## src/rtl/jtcontra_gfxrom_arb.sv

```systemverilog
// Shares one SDRAM read slot between the two jtcontra_gfx ROM ports (round robin, one read in flight).
// Define JTCONTRA_GFXARB_PRIO_EN to make gfx1 always win a tie instead of alternating.
module jtcontra_gfxrom_arb #(
    parameter int AW   = 18,
    parameter int TOUT = 255
) (
    input  logic          clk,
    input  logic          rstn,
    input  logic          rom1_cs,
    input  logic [AW-1:0] rom1_addr,
    output logic [15:0]   rom1_data,
    output logic          rom1_ok,
    input  logic          rom2_cs,
    input  logic [AW-1:0] rom2_addr,
    output logic [15:0]   rom2_data,
    output logic          rom2_ok,
    output logic          sdram_cs,
    output logic [AW:0]   sdram_addr,
    input  logic [15:0]   sdram_data,
    input  logic          sdram_ok,
    output logic          tout_err
);

    localparam logic [7:0] TOUT_W = 8'(TOUT);

    typedef enum logic [1:0] {
        ST_IDLE,
        ST_SETTLE,
        ST_WAIT
    } state_t;

    state_t                 state_q, state_d;
    logic                   sdram_cs_q, sdram_cs_d;
    logic [AW:0]            sdram_addr_q, sdram_addr_d;
    logic [1:0][AW-1:0]     lat_addr_q, lat_addr_d;
    logic [1:0][15:0]       data_q, data_d;
    logic [1:0]             valid_q, valid_d;
    logic                   last_grant_q, last_grant_d;
    logic [AW-1:0]          req_addr_q, req_addr_d;
    logic [7:0]             wdog_q, wdog_d;
    logic                   tout_err_q, tout_err_d;

    logic [1:0]             req_cs;
    logic [1:0][AW-1:0]     req_in;
    logic [1:0]             hit;
    logic [1:0]             ok;
    logic [1:0]             pend;
    logic                   grant_ch;
    logic                   cur_ch;

    assign req_cs    = {rom2_cs, rom1_cs};
    assign req_in[0] = rom1_addr;
    assign req_in[1] = rom2_addr;

    // A latched word only counts while the requester still presents the address it was read for.
    genvar gi;
    generate
        for (gi = 0; gi < 2; gi++) begin : g_ch
            assign hit[gi]  = valid_q[gi] && (req_in[gi] == lat_addr_q[gi]);
            assign ok[gi]   = req_cs[gi] && hit[gi];
            assign pend[gi] = req_cs[gi] && !hit[gi];
        end
    endgenerate

    assign cur_ch = sdram_addr_q[AW];

    always_comb begin
        state_d      = state_q;
        sdram_cs_d   = sdram_cs_q;
        sdram_addr_d = sdram_addr_q;
        lat_addr_d   = lat_addr_q;
        data_d       = data_q;
        valid_d      = valid_q;
        last_grant_d = last_grant_q;
        req_addr_d   = req_addr_q;
        wdog_d       = wdog_q;
        tout_err_d   = tout_err_q;
        grant_ch     = 1'b0;

        case (state_q)
            ST_IDLE: begin
                if (pend != 2'b00) begin
                    if (pend == 2'b11) begin
`ifdef JTCONTRA_GFXARB_PRIO_EN
                        grant_ch = 1'b0;
`else
                        grant_ch = ~last_grant_q;
`endif
                    end else begin
                        grant_ch = pend[1];
                    end
                    sdram_addr_d = {grant_ch, req_in[grant_ch]};
                    req_addr_d   = req_in[grant_ch];
                    sdram_cs_d   = 1'b1;
                    last_grant_d = grant_ch;
                    wdog_d       = 8'd0;
                    state_d      = ST_SETTLE;
                end
            end
            // sdram_ok may still belong to the previous address here, so it is not looked at.
            ST_SETTLE: begin
                state_d = ST_WAIT;
            end
            ST_WAIT: begin
                if (sdram_ok) begin
                    data_d[cur_ch]     = sdram_data;
                    lat_addr_d[cur_ch] = req_addr_q;
                    valid_d[cur_ch]    = 1'b1;
                    sdram_cs_d         = 1'b0;
                    state_d            = ST_IDLE;
                end else begin
                    wdog_d = wdog_q + 8'd1;
                    if (wdog_d == TOUT_W) begin
                        sdram_cs_d = 1'b0;
                        tout_err_d = 1'b1;
                        state_d    = ST_IDLE;
                    end
                end
            end
            default: begin
                state_d    = ST_IDLE;
                sdram_cs_d = 1'b0;
            end
        endcase
    end

    always_ff @(posedge clk) begin
        if (!rstn) begin
            state_q      <= ST_IDLE;
            sdram_cs_q   <= 1'b0;
            sdram_addr_q <= '0;
            lat_addr_q   <= '0;
            data_q       <= '0;
            valid_q      <= '0;
            last_grant_q <= 1'b1;
            req_addr_q   <= '0;
            wdog_q       <= '0;
            tout_err_q   <= 1'b0;
        end else begin
            state_q      <= state_d;
            sdram_cs_q   <= sdram_cs_d;
            sdram_addr_q <= sdram_addr_d;
            lat_addr_q   <= lat_addr_d;
            data_q       <= data_d;
            valid_q      <= valid_d;
            last_grant_q <= last_grant_d;
            req_addr_q   <= req_addr_d;
            wdog_q       <= wdog_d;
            tout_err_q   <= tout_err_d;
        end
    end

    assign rom1_data  = data_q[0];
    assign rom2_data  = data_q[1];
    assign rom1_ok    = ok[0];
    assign rom2_ok    = ok[1];
    assign sdram_cs   = sdram_cs_q;
    assign sdram_addr = sdram_addr_q;
    assign tout_err   = tout_err_q;

endmodule
```

## config.mk

```make
export PLATFORM = sky130hd
export DESIGN_NAME = jtcontra_gfxrom_arb
export DESIGN_NICKNAME = d
export VERILOG_FILES = /design/src/rtl/jtcontra_gfxrom_arb.sv
export SDC_FILE = /design/constraint.sdc
export NUM_CORES = 1
export LEC_CHECK = 0
export BUFFER_PORTS_ARGS = -buffer_cell sky130_fd_sc_hd__buf_4
export CORE_MARGIN = 4
export CORE_UTILIZATION = 39
export CTS_BUF_LIST = sky130_fd_sc_hd__clkbuf_16
export DETAILED_ROUTE_END_ITERATION = 10
export GPL_TIMING_DRIVEN = 0
export HOLD_SLACK_MARGIN = 0.08
export SYNTH_ARGS = -nofsm -noshare
export SYNTH_HDL_FRONTEND = slang
export SYNTH_SLANG_ARGS = --single-unit
```

## constraint.sdc

```tcl
create_clock -name clk -period 2.1 [get_ports clk]
set_input_delay 0.525 -clock clk [delete_from_list [all_inputs] [get_ports clk]]
set_output_delay 0.525 -clock clk [all_outputs]
set_load 0.01 [all_outputs]
```

# Yosys cells after proc, flatten, opt, wreduce, memory -nomap -nowiden
# Cells that the tools add are included.
word_totals:
  reg_bits: 120
  latchBits: 0
  ram_bits: 0
  romBits: 0
  input_bits: 57
  out_inout_bits: 55
  word_cells: 71
  mem_count: 0
classes:
  n_addsub: 1
  multipliers: 0
  n_div: 0
  magnitude_cmp: 3
  n_eq_ne: 9
  shifts: 0
  muxes: 24
  bitwise: 4
  n_reduce_logical: 18
op_table:
  columns: ["cell", "count"]
  rows:
  - ["two-way mux 18 bit", 3]
  - ["bitwise mux 36 bit", 1]
  - ["== test 18 bit", 2]
  - ["bitwise mux 32 bit", 1]
  - ["demux 18 bit (select 1 bit)", 1]
  - ["demux 16 bit (select 1 bit)", 1]
  - ["two-way mux 16 bit", 1]
  - ["two-way mux 8 bit", 2]
  - ["case mux 8 bit (2 select lines)", 1]
  - ["AND reduction 3 bit", 3]
  - ["adder 8 x 1 -> 8 bit (second input constant)", 1]
  - ["== test 8 bit (second input constant)", 1]
  - ["logical AND 1 bit", 7]
  - ["two-way mux 1 bit", 7]
  - ["two-way mux 2 bit", 3]
  - ["case mux 2 bit (3 select lines)", 1]
  - ["AND reduction 2 bit", 3]
  - ["== test 2 bit (second input constant)", 2]
  - ["less-than comparator 1 x 2 -> 1 bit (second input constant)", 2]
  - ["inequality test 2 bit (second input constant)", 2]
  - ["nonzero test 2 bit", 2]
  - ["inequality test 3 bit (second input constant)", 1]
  - ["inverter 1 bit", 3]
  - ["case mux 1 bit (3 select lines)", 1]
  - ["6 further kinds", 7]

# Logic depth before layout (Yosys ltp)
depth:
  depth_word: 10
  ltp_mapped: 8
  mapped_depth_nobuf: 7

# Worst setup path before layout
# OpenSTA, ideal clock, no wires.
synth_timing:
  path_kind: "input-to-reg"
  from: "input port rom1_addr[10]"
  to: "register sdram_addr_q[1], in the netlist sdram_addr[1]"
  setup_time_ps: 89
  arrival_ps: 2098
  required_ps: 2011
  slack_ps: -87
  cell_stages: 8
  path_buffers: 2
  cell_sequence: "xor2_1 > nor4_1 > nand4_1 > o311a_1 > buf_6 > or2_4 > buf_6 > a311oi_2"
synth_between:
  elab_chain_len: 10
  word_cells_on_any_way: 12
  classes_between: "eq/ne: 2; mux: 5; reduce/logical: 5"
synth_lines:
  columns: ["element", "line", "rtl"]
  rows:
  - ["start: declaration", "10", "input logic [AW-1:0] rom1_addr,"]
  - ["== test 18 bit *", "59", "assign hit[gi] = valid_q[gi] && (req_in[gi] == lat_addr_q[gi]);"]
  - ["logical AND 1 bit *", "59", null]
  - ["logical NOT 1 bit *", "61", "assign pend[gi] = req_cs[gi] && !hit[gi];"]
  - ["logical AND 1 bit *", "61", null]
  - ["== test 2 bit", "83", "if (pend == 2'b11) begin"]
  - ["two-way mux 1 bit", "83", null]
  - ["two-way mux 1 bit", "82", "if (pend != 2'b00) begin"]
  - ["two-way mux 1 bit", "80", "case (state_q)"]
  - ["two-way mux 18 bit (implied by the code) (2 in series)", "92", "sdram_addr_d = {grant_ch, req_in[grant_ch]};"]
  - ["end signal: assignment", "142", "sdram_addr_q <= sdram_addr_d;"]
  - ["end: declaration", "34", "logic [AW:0] sdram_addr_q, sdram_addr_d;"]
# Mark *: on every way between the ends. The rest lies on a longest branch, timed or not. The select of a mux whose other input is x is not followed.
# A chain may end at the register's enable or synchronous reset.

# Worst setup path in the final report
layout_timing:
  from: "register lat_addr_q[2] (netlist bit)"
  to: "output port rom1_ok"
layout_between:
  elab_chain_len: 3
layout_lines:
  columns: ["element", "line", "rtl"]
  rows:
  - ["start: declaration", "35", "logic [1:0][AW-1:0] lat_addr_q, lat_addr_d;"]
  - ["start signal: assignment", "143", "lat_addr_q <= lat_addr_d;"]
  - ["== test 18 bit", "59", null]
  - ["logical AND 1 bit", "59", null]
  - ["logical AND 1 bit", "60", "assign ok[gi] = req_cs[gi] && hit[gi];"]
  - ["end: declaration", "12", "output logic rom1_ok,"]
# Every way passes these cells.

==> results_dict.tcl <==
set metrics [dict create \
    ys.flop_type "dfxtp_1" \
    worst-slew-pin-transition_ps 821 \
    cts.sinks 102 \
    synth_cells 566 \
    grt_pass1_vias 4537 \
    hold_buffers 0 \
    status "complete, but fails checks" \
    drtIter0Drc 308 \
    synth.net_count 625 \
    wl_per_cell_um 17.2 \
    violations "setup timing" \
    worstHoldPathCells 3 \
    grtUsageTotal_pct 22.1 \
    synth-seq-cells 102 \
    min-delay-start "sdram_data[15]" \
    hpwl_um 10600 \
    relSlewSlack_pct 45.3 \
    maxSlewViolCount 0 \
    r2r_cells 8 \
    hp-class "in -> reg" \
    grt_max_degree 18 \
    gp_routability_congestion 0.896 \
    arrival_ps 1890 \
    cts_root_buffer "clkbuf_16" \
    core_area_mm2 0.0115 \
    nets 767 \
    syn_area_per_cell_um2 8.09 \
    cp_max_fo 2 \
    num_rows 39 \
    tritoncts "built" \
    nFillCells 1021 \
    finalSetupViolations 25 \
    htree_levels 3 \
    ant_nets 0 \
    endpoint_kind "output port" \
    dieArea_mm2 0.0135 \
    crit_path_start_kind "flip-flop" \
    design_area_mm2 0.00655 \
    die_y_um 116 \
    rsz0062_at_grt "true" \
    synth_top_cell_area_share_pct 44.6 \
    worstSetupPathType "reg -> out" \
    layout-drive-gt1-share_pct 32.8 \
    dp.cells 819 \
    r2r_slack_ps -250 \
    hold_violations 0 \
    skew_ps 12.9 \
    antenna_found_initial 0 \
    final_cells 856 \
    synthTopCellsByArea "dfxtp_1, nand2_1, a21oi_1, a311oi_2, xnor2_1" \
    initial_core_util_pct 39.9 \
    layout_commonest_cell "nand2_1" \
    leakagePower_uw 0.00244 \
    min_period_ps 2420 \
    r2r_end "sdram_addr[9]" \
    p_per_area_mw_per_mm2 744 \
    grt_overflow_total 0 \
    grt_pass1_wl_um 23200 \
    diodes 0 \
    synth_cell_types 40 \
    worst_ep_required_time_ps 1570 \
    maxCapViolCount 0 \
    yosysWarnings 0 \
    drc 0 \
    io_buffers 110 \
    io_pins 112 \
    async_reset_ff_share_pct 0 \
    ys_seq_area_share_pct 44.6 \
    mostFrequentLayoutCells "nand2_1, buf_4, dfxtp_1, a21oi_1, nor3_1" \
    firstDrtPassIters 4 \
    clock_path_buffers 2 \
    timing.fmax_mhz 414 \
    vias 4533 \
    min_period_over_period_pct 115 \
    cts-buffers-inserted 9 \
    hold_slack_ps 426 \
    area_growth_pct 43.2 \
    clk_latency_ps 350 \
    fin_tns_setup_ps -5450 \
    viasPerCell 5.30 \
    die_w_um 116 \
    setup_ws_ps -316 \
    dpl-instance-area_mm2 0.00561 \
    synth_largest_area_cell "dfxtp_1" \
    r2r-start "lat_addr_q[34]" \
    synth-edff-count 0 \
    synth_area_mm2 0.00458 \
    min_to "rom1_data[15]" \
    clkTransAtPathRegs_ps 80 \
    final_util_pct 57.2 \
    ir_worst_vdd_mv 0.394 \
    drt-total-wl_um 14700 \
]
==> worst max-delay path, cell delays in order, from the launching register on <==
cell,delay [ps]
dfxtp_2,340
xor2_2,150
or4_4,540
nor2_4,160
and4_4,240
buf_6,110
==> power breakdown <==
group	leakage [uW]	total [uW]	internal, uW	switching [uW]
logic	0.00144	858	415	442
clock network	0.000168	1940	1170	766
registers	0.000834	2080	2010	73.0
total	0.00244	4870	3590	1280
==> timing repair <==
| action | in CTS | in global routing |
|---|---|---|
| cloned | 4 | 0 |
| pin swaps | 34 | 15 |
| buffers inserted | 16 | 3 |
| resized for setup | 70 | 22 |
| endpoints found under the setup margin | 28 | 69 |
==> how the worst max path moves through the flow <==
stage | from | to | slack, ps | cells after the start
6_report | lat_addr_q[2] | rom1_ok | -320 | 5
5_1_grt | lat_addr_q[2] | rom1_ok | -350 | 5
4_1_cts | lat_addr_q[8] | rom1_ok | -290 | 5
3_5_place_dp | rom2_addr[10] | sdram_addr[15] | -740 | 8
3_3_place_gp | rom2_addr[9] | sdram_addr[2] | -690 | 8
2_1_floorplan | rom1_addr[0] | state_q[0] | -60 | 8
==> cell families (layout without fill, tap and decap cells) <==
group	count (synthesis)	in the layout	synth area share [%]
AOI/OAI and AO/OA	128	128	19.1
xor gates and xnor gates	40	40	7.65
adders and majority gates	2	2	0.547
buffers and inverters	44	191	4.32
DFF	102	102	44.6
and+or+nand+nor	250	250	23.8
==> metal layers <==
metal | part of all wire, % | GRT usage (%) | vias to the layer above
met5 | 0 | 0 | -
met4 | 2.0 | 8.51 | 0
met2 | 48 | 38.0 | 158
met1 | 43 | 28.0 | 2118
met3 | 7.1 | 3.32 | 19
li1 | - | - | 2238
==> through the flow <==
stage	setup WS, ps	power (uW)
2_1_floorplan	-64.2	2480
3_3_place_gp	-692	2800
3_5_place_dp	-741	2810
4_1_cts	-287	4890
5_1_grt	-353	5030
6_report	-316	4870
==> layout make-up <==
class / count / area (um2) / area share, %
flip-flops and latches: 102 / 2060 / 31.4
repair buffers: 132 / 1100 / 16.9
clock inverters: 7 / 120 / 1.83
well taps: 143 / 179 / 2.73
multi-input cells: 420 / 2630 / 40.1
plain buffers: 37 / 214 / 3.26
inverters: 6 / 22.5 / 0.344
clock buffers: 9 / 225 / 3.44
==> registers in the layout, indices dropped and copies added (netlist names) <==
register,cells
state_q,2
last_grant_q,1
sdram_addr,19
valid_q,2
sdram_cs,1
rom2_data,16
tout_err,1
wdog_q,8
lat_addr_q,36
rom1_data,16
==> cell usage after synthesis (3+ instances only) <==
cell type and n:
nand2_1 150, dfxtp_1 102, a21oi_1 75, clkbuf_1 30, nor3_1 29, xnor2_1 27
nand3_1 23, nor2_1 20, a311oi_2 18, xor2_1 13, o21ai_1 12, nand4_1 9
o21ai_0 7, inv_1 6, o21a_1 6, nor4_1 4, or4_1 4, buf_6 3
Power figures use the tool's default switching activity.
